==> src/rtl/fan_speed_ctrl.sv <==
// Temperature-to-fan-speed controller: 4-sample moving average feeding a dwell-limited speed FSM.
// Optional build macro FAN_HYST_EN adds down-step hysteresis of HYST temperature units.
//
// state | meaning
// OFF   | fan stopped (average below T_LOW)
// LOW   | speed 1
// MID   | speed 2
// FULL  | speed 3; reset/fail-safe state and overtemp override
module fan_speed_ctrl #(
  parameter int DATA_W    = 8,
  parameter int AVG_LOG2  = 2,
  parameter int T_LOW     = 40,
  parameter int T_MID     = 60,
  parameter int T_HIGH    = 80,
  parameter int HYST      = 4,
  parameter int MIN_DWELL = 1000
) (
  input  logic              CLK,
  input  logic              RST,
  input  logic              sample_valid,
  input  logic [DATA_W-1:0] sample_data,
  output logic              sample_ready,
  output logic [1:0]        fan_speed,
  output logic              speed_valid,
  output logic [DATA_W-1:0] avg_temp,
  output logic              avg_valid,
  output logic              overtemp
);

  localparam logic [1:0] OFF  = 2'd0;
  localparam logic [1:0] LOW  = 2'd1;
  localparam logic [1:0] MID  = 2'd2;
  localparam logic [1:0] FULL = 2'd3;

  localparam int DEPTH   = 1 << AVG_LOG2;
  localparam int SUM_W   = DATA_W + AVG_LOG2;
  localparam int FILL_W  = AVG_LOG2 + 1;
  localparam int DWELL_W = $clog2(MIN_DWELL + 1);

`ifdef FAN_HYST_EN
  localparam int HYST_EFF = HYST;
`else
  localparam int HYST_EFF = 0;
`endif

  localparam logic [DATA_W-1:0] TH_L = DATA_W'(T_LOW);
  localparam logic [DATA_W-1:0] TH_M = DATA_W'(T_MID);
  localparam logic [DATA_W-1:0] TH_H = DATA_W'(T_HIGH);
  // Down-step thresholds saturate at 0 when the hysteresis exceeds the threshold.
  localparam logic [DATA_W-1:0] TD_L = DATA_W'((T_LOW  > HYST_EFF) ? T_LOW  - HYST_EFF : 0);
  localparam logic [DATA_W-1:0] TD_M = DATA_W'((T_MID  > HYST_EFF) ? T_MID  - HYST_EFF : 0);
  localparam logic [DATA_W-1:0] TD_H = DATA_W'((T_HIGH > HYST_EFF) ? T_HIGH - HYST_EFF : 0);

  logic [DATA_W-1:0]  sbuf [DEPTH];
  logic [SUM_W-1:0]   sum;
  logic [FILL_W-1:0]  fill_cnt;
  logic               upd;
  logic               accept;
  logic [DWELL_W-1:0] dwell;
  logic [1:0]         state;
  logic [1:0]         tgt;
  logic [1:0]         hyst_lvl;
  logic [1:0]         nxt;

  function automatic logic [1:0] level(input logic [DATA_W-1:0] a,
                                       input logic [DATA_W-1:0] t1,
                                       input logic [DATA_W-1:0] t2,
                                       input logic [DATA_W-1:0] t3);
    if (a >= t3)      return FULL;
    else if (a >= t2) return MID;
    else if (a >= t1) return LOW;
    else              return OFF;
  endfunction

  assign accept    = sample_valid && sample_ready;
  assign fan_speed = state;
  assign overtemp  = avg_valid && (avg_temp >= TH_H);

  always_ff @(posedge CLK or posedge RST) begin
    if (RST) begin
      for (int i = 0; i < DEPTH; i++) sbuf[i] <= '0;
      sum          <= '0;
      fill_cnt     <= '0;
      upd          <= 1'b0;
      sample_ready <= 1'b1;
      avg_temp     <= '0;
      avg_valid    <= 1'b0;
    end else begin
      upd          <= accept;
      sample_ready <= !accept;
      if (accept) begin
        sbuf[0] <= sample_data;
        for (int i = 1; i < DEPTH; i++) sbuf[i] <= sbuf[i-1];
        sum <= sum + SUM_W'(sample_data) - SUM_W'(sbuf[DEPTH-1]);
        if (fill_cnt != FILL_W'(DEPTH)) fill_cnt <= fill_cnt + 1'b1;
      end
      if (upd) begin
        avg_temp  <= DATA_W'(sum >> AVG_LOG2);
        avg_valid <= (fill_cnt == FILL_W'(DEPTH));
      end
    end
  end

  // A down-step lands no lower than the plain target and no higher than the current state.
  always_comb begin
    tgt      = level(avg_temp, TH_L, TH_M, TH_H);
    hyst_lvl = level(avg_temp, TD_L, TD_M, TD_H);
    nxt      = tgt;
    if (tgt < state) nxt = (hyst_lvl > state) ? state : hyst_lvl;
  end

  always_ff @(posedge CLK or posedge RST) begin
    if (RST) begin
      state       <= FULL;
      speed_valid <= 1'b0;
      dwell       <= '0;
    end else begin
      speed_valid <= 1'b0;
      if (avg_valid && (nxt != state) && ((dwell == '0) || (tgt == FULL))) begin
        state       <= nxt;
        speed_valid <= 1'b1;
        dwell       <= DWELL_W'(MIN_DWELL - 1);
      end else if (dwell != '0) begin
        dwell <= dwell - 1'b1;
      end
    end
  end

endmodule

==> config.mk <==
export PLATFORM = sky130hd
export DESIGN_NAME = fan_speed_ctrl
export DESIGN_NICKNAME = d
export VERILOG_FILES = /design/src/rtl/fan_speed_ctrl.sv
export SDC_FILE = /design/constraint.sdc
export NUM_CORES = 1
export LEC_CHECK = 0
export ABC_AREA = 1
export BUFFER_PORTS_ARGS = -buffer_cell sky130_fd_sc_hd__buf_2
export CAP_MARGIN = 10
export CELL_PAD_IN_SITES_DETAIL_PLACEMENT = 0
export CELL_PAD_IN_SITES_GLOBAL_PLACEMENT = 1
export CORE_UTILIZATION = 49
export DETAILED_ROUTE_END_ITERATION = 8
export PLACE_DENSITY_LB_ADDON = 0.1
export RECOVER_POWER = 50
export SETUP_SLACK_MARGIN = 0.05
export SKIP_LAST_GASP = 1
export SYNTH_ARGS = -nofsm -noshare
export SYNTH_HDL_FRONTEND = slang
export SYNTH_SLANG_ARGS = --single-unit
==> constraint.sdc <==
create_clock -name CLK -period 6.1 [get_ports CLK]
set_clock_uncertainty 0.15 [all_clocks]
set_input_delay 0.305 -clock CLK [delete_from_list [all_inputs] [get_ports CLK]]
set_output_delay 0.305 -clock CLK [all_outputs]
set_load 0.01 [all_outputs]
==> flow_metrics.env <==
export IMPL_run_status="finished clean"
export IMPL_critical_path_required_ns=6.17
export IMPL_cp_num_cells=9
export IMPL_std_cell_rows=30
export IMPL_synth_largest_type_area_fraction_pct=46.32
export IMPL_number_of_library_cell_types_mapped_by_synthesis=29
export IMPL_synth_area_per_cell_sq_um=8.371
export IMPL_track_usage_pct=19.37
export IMPL_leakagePower_nw=2.144
export IMPL_synth_most_common_cell="sky130_fd_sc_hd__nand2_1"
export IMPL_worst_max_slew_pin_slew_ns=0.8604
export IMPL_drtIter0Drc=132
export IMPL_placedCellCount=538
export IMPL_layout_drive_gt1_share_pct=12.23
export IMPL_cts_hold_buffers=0
export IMPL_cpPeakStageDelay_ns=0.51
export IMPL_num_nets_final=488
export IMPL_cts_buffer_depth=2
export IMPL_critPathLaunchType="flop"
export IMPL_syn_area_sq_mm=0.003566
export IMPL_synthesis_yosys_warnings=0
export IMPL_final_period_utilization_pct=37.22
export IMPL_fin_ws_ns=3.829
export IMPL_tns_ns=0
export IMPL_place_gp_congestion=0.7964
export IMPL_boundaryPins=25
export IMPL_critical_path_top_delay_family="adder cells"
export IMPL_initial_antenna_violation_count=0
export IMPL_number_of_synthesized_flops_with_an_enable_pin=0
export IMPL_synth_top_cells_by_area="sky130_fd_sc_hd__dfrtp_1, sky130_fd_sc_hd__nand2_1, sky130_fd_sc_hd__inv_1, sky130_fd_sc_hd__o21ai_0, sky130_fd_sc_hd__ha_1"
export IMPL_total_congestion_overflow_after_global_routing=0
export IMPL_postRouteWirelength_mm=6.278
export IMPL_slew_headroom_pct=42.64
export IMPL_synth_top_cells_by_count="sky130_fd_sc_hd__nand2_1, sky130_fd_sc_hd__inv_1, sky130_fd_sc_hd__dfrtp_1"
export IMPL_worst_ep_arrival_time_ns=2.34
export IMPL_insertion_delay_ns=0.34
export IMPL_path_clk_slew_ns=0.07
export IMPL_fin_worst_hold_slack_ns=0.05254
export IMPL_ir_worst_vdd_v=0.0001922
export IMPL_power_density_mw_per_mm2=493.8
export IMPL_die_height_microns=87.31
export IMPL_intPower_mw=1.176
export IMPL_preCtsSetupSlack_ns=3.743
export IMPL_switching_power_mw=0.7934
export IMPL_maxCapViolations=0
export IMPL_die_w_microns=87.31
export IMPL_post_cts_resized_instances=0
export IMPL_ant_nets=0
export IMPL_cts_max_level=3
export IMPL_hold_depth=3
export IMPL_crit_buf_inv=1
export IMPL_async_reset_ff_share_pct=100.0
export IMPL_starting_density_of_the_core_pct=51.63
export IMPL_cts_sinks=69
export IMPL_post_synth_net_total=461
export IMPL_fin_util_pct=57.74
export IMPL_vias=2615
export IMPL_final_cell_count_no_fill=554
export IMPL_antenna_cells=0
export IMPL_grt_setup_unrepaired="no"
export IMPL_timing_final_hold_violations=0
export IMPL_via_per_inst=4.720
export IMPL_switching_share_pct=40.29
export IMPL_port_buffers=24
export IMPL_power_frac_seq_pct=36.1
export IMPL_first_pass_iters=4
export IMPL_fmax_mhz=440.4
export IMPL_number_of_drc_violations_after_detailed_routing=0
export IMPL_clockPowerShare_pct=19.7
export IMPL_share_comb_of_total_power_pct=44.2
export IMPL_cts_setup_buffers=0
export IMPL_ff2ff_setup_slack_ns=3.83
export IMPL_synth_flop_cell="sky130_fd_sc_hd__dfrtp_1"
export IMPL_crit_path_max_fanout=6
export IMPL_ys_seq_elements=69
export IMPL_cpMostUsedCell="sky130_fd_sc_hd__nand2_1"
export IMPL_clock_tree_from_tritoncts="done"
export IMPL_timing_reg2reg_worst_path_depth=9
export IMPL_worstSetupPathType="flop to flop"
export IMPL_crit_slowest_cell="sky130_fd_sc_hd__fa_1"
export IMPL_report_final_slew_viol_count=0
export IMPL_post_dp_cell_area_sq_mm=0.003776
export IMPL_area_delta_synth_final_pct=11.82
export IMPL_period_minus_slack_ns=2.271
export IMPL_detail_route_wl_per_cell_microns=11.33
export IMPL_wire_length_of_the_first_global_routing_pass_mm=11.26
export IMPL_grt_start_max_net_pins=70
export IMPL_cts_buffers_inserted=9
export IMPL_total_power_mw=1.969
export IMPL_grt_pass1_vias=2502
export IMPL_hold_path_class="primary input to flop"
export IMPL_post_synth_top_area_cell="sky130_fd_sc_hd__dfrtp_1"
export IMPL_critical_path_cell_chain="fa_1 > inv_1 > ha_1 > nand2_1 > nand3_1 > nand2_1 > nand2_1 > o21ai_0 > nand2_1"
export IMPL_core_area_sq_mm=0.006907
export IMPL_report_final_setup_viol=0
export IMPL_die_area_sq_mm=0.007622
export IMPL_synth_seq_area_share_pct=48.53
export IMPL_synthesis_instances=426
export IMPL_dp_final_hpwl_mm=4.442
export IMPL_worst_setup_path_end_kind="flop"
export IMPL_post_route_cell_area_sq_mm=0.003988
export IMPL_clockRootBuffer="sky130_fd_sc_hd__clkbuf_8"
-- routing by layer --
layer	routed length, microns	part of all wire [%]	track usage [%]
met1	3224	51	25.63
met2	2813	45	30.54
met4	100	1.6	9.389
met3	140	2.2	3.791
met5	0	0	0
-- state kept, by name, indices dropped and copies added (netlist names), 3 cells and up, named ones only --
name	cells
avg_temp	8
dwell	10
fill_cnt	3
sbuf	32
sum	10
-- cells in the final DEF, fill, tap and decap left out, types with 5 or more instances in the layout --
| cell | count |
|---|---|
| sky130_fd_sc_hd__clkbuf_8 | 12 |
| sky130_fd_sc_hd__ha_1 | 16 |
| sky130_fd_sc_hd__a21oi_1 | 12 |
| sky130_fd_sc_hd__nand3_1 | 15 |
| sky130_fd_sc_hd__inv_1 | 76 |
| sky130_fd_sc_hd__xnor2_1 | 5 |
| sky130_fd_sc_hd__buf_2 | 24 |
| sky130_fd_sc_hd__nand4_1 | 6 |
| sky130_fd_sc_hd__fa_1 | 8 |
| sky130_fd_sc_hd__dfrtp_1 | 66 |
| sky130_fd_sc_hd__nor2_1 | 17 |
| sky130_fd_sc_hd__nand2_1 | 129 |
| sky130_fd_sc_hd__o21ai_0 | 42 |
-- final timing paths --
| path | start | end |
|---|---|---|
| min in group asynchronous | RST | sbuf[18] |
| max in group asynchronous | RST | avg_temp[7] |
| min | sample_data[0] | sbuf[24] |
| max reg2reg | sbuf[2] | sum[5] |
| max | sbuf[2] | sum[5] |
| min reg2reg | sbuf[8] | sbuf[0] |
-- area by class of cell --
cell class,count,area [sq um]
Timing Repair Buffer,27,142.6
Inverter,76,285.3
Multi-Input combinational cell,270,1498
Sequential cell,69,1730
Clock inverter,3,42.54
Tap cell,96,120.1
Clock buffer,13,168.9
Fill cell,650,2919
-- power groups by stage --
stage                     registers, mW  logic, mW  clock network [mW]
after floorplan                   0.709      0.687                   0
after global placement            0.714      0.864                   0
after detailed placement          0.719      0.881                   0
after CTS                         0.712      0.885               0.397
after global routing              0.730       1.04               0.418
final                             0.711      0.870               0.388
-- worst register-to-register path, delay by kind of cell, from the launching register on --
family | cells | cell delay (ns)
AOI/OAI and AO/OA | 1 | 0.22
adders and majority gates | 2 | 0.86
buffers and inverters | 1 | 0.04
DFF | 1 | 0.40
and+or+nand+nor | 5 | 0.49
-- cells by family after synthesis --
logic type | after synthesis | synth area share (%)
flops | 69 | 48.53
simple gates | 176 | 20.60
compound gates | 62 | 9.334
buf+inv | 87 | 9.474
xor+xnor | 8 | 1.965
fa+ha+maj | 24 | 10.11
Power figures use the tool's default switching activity.
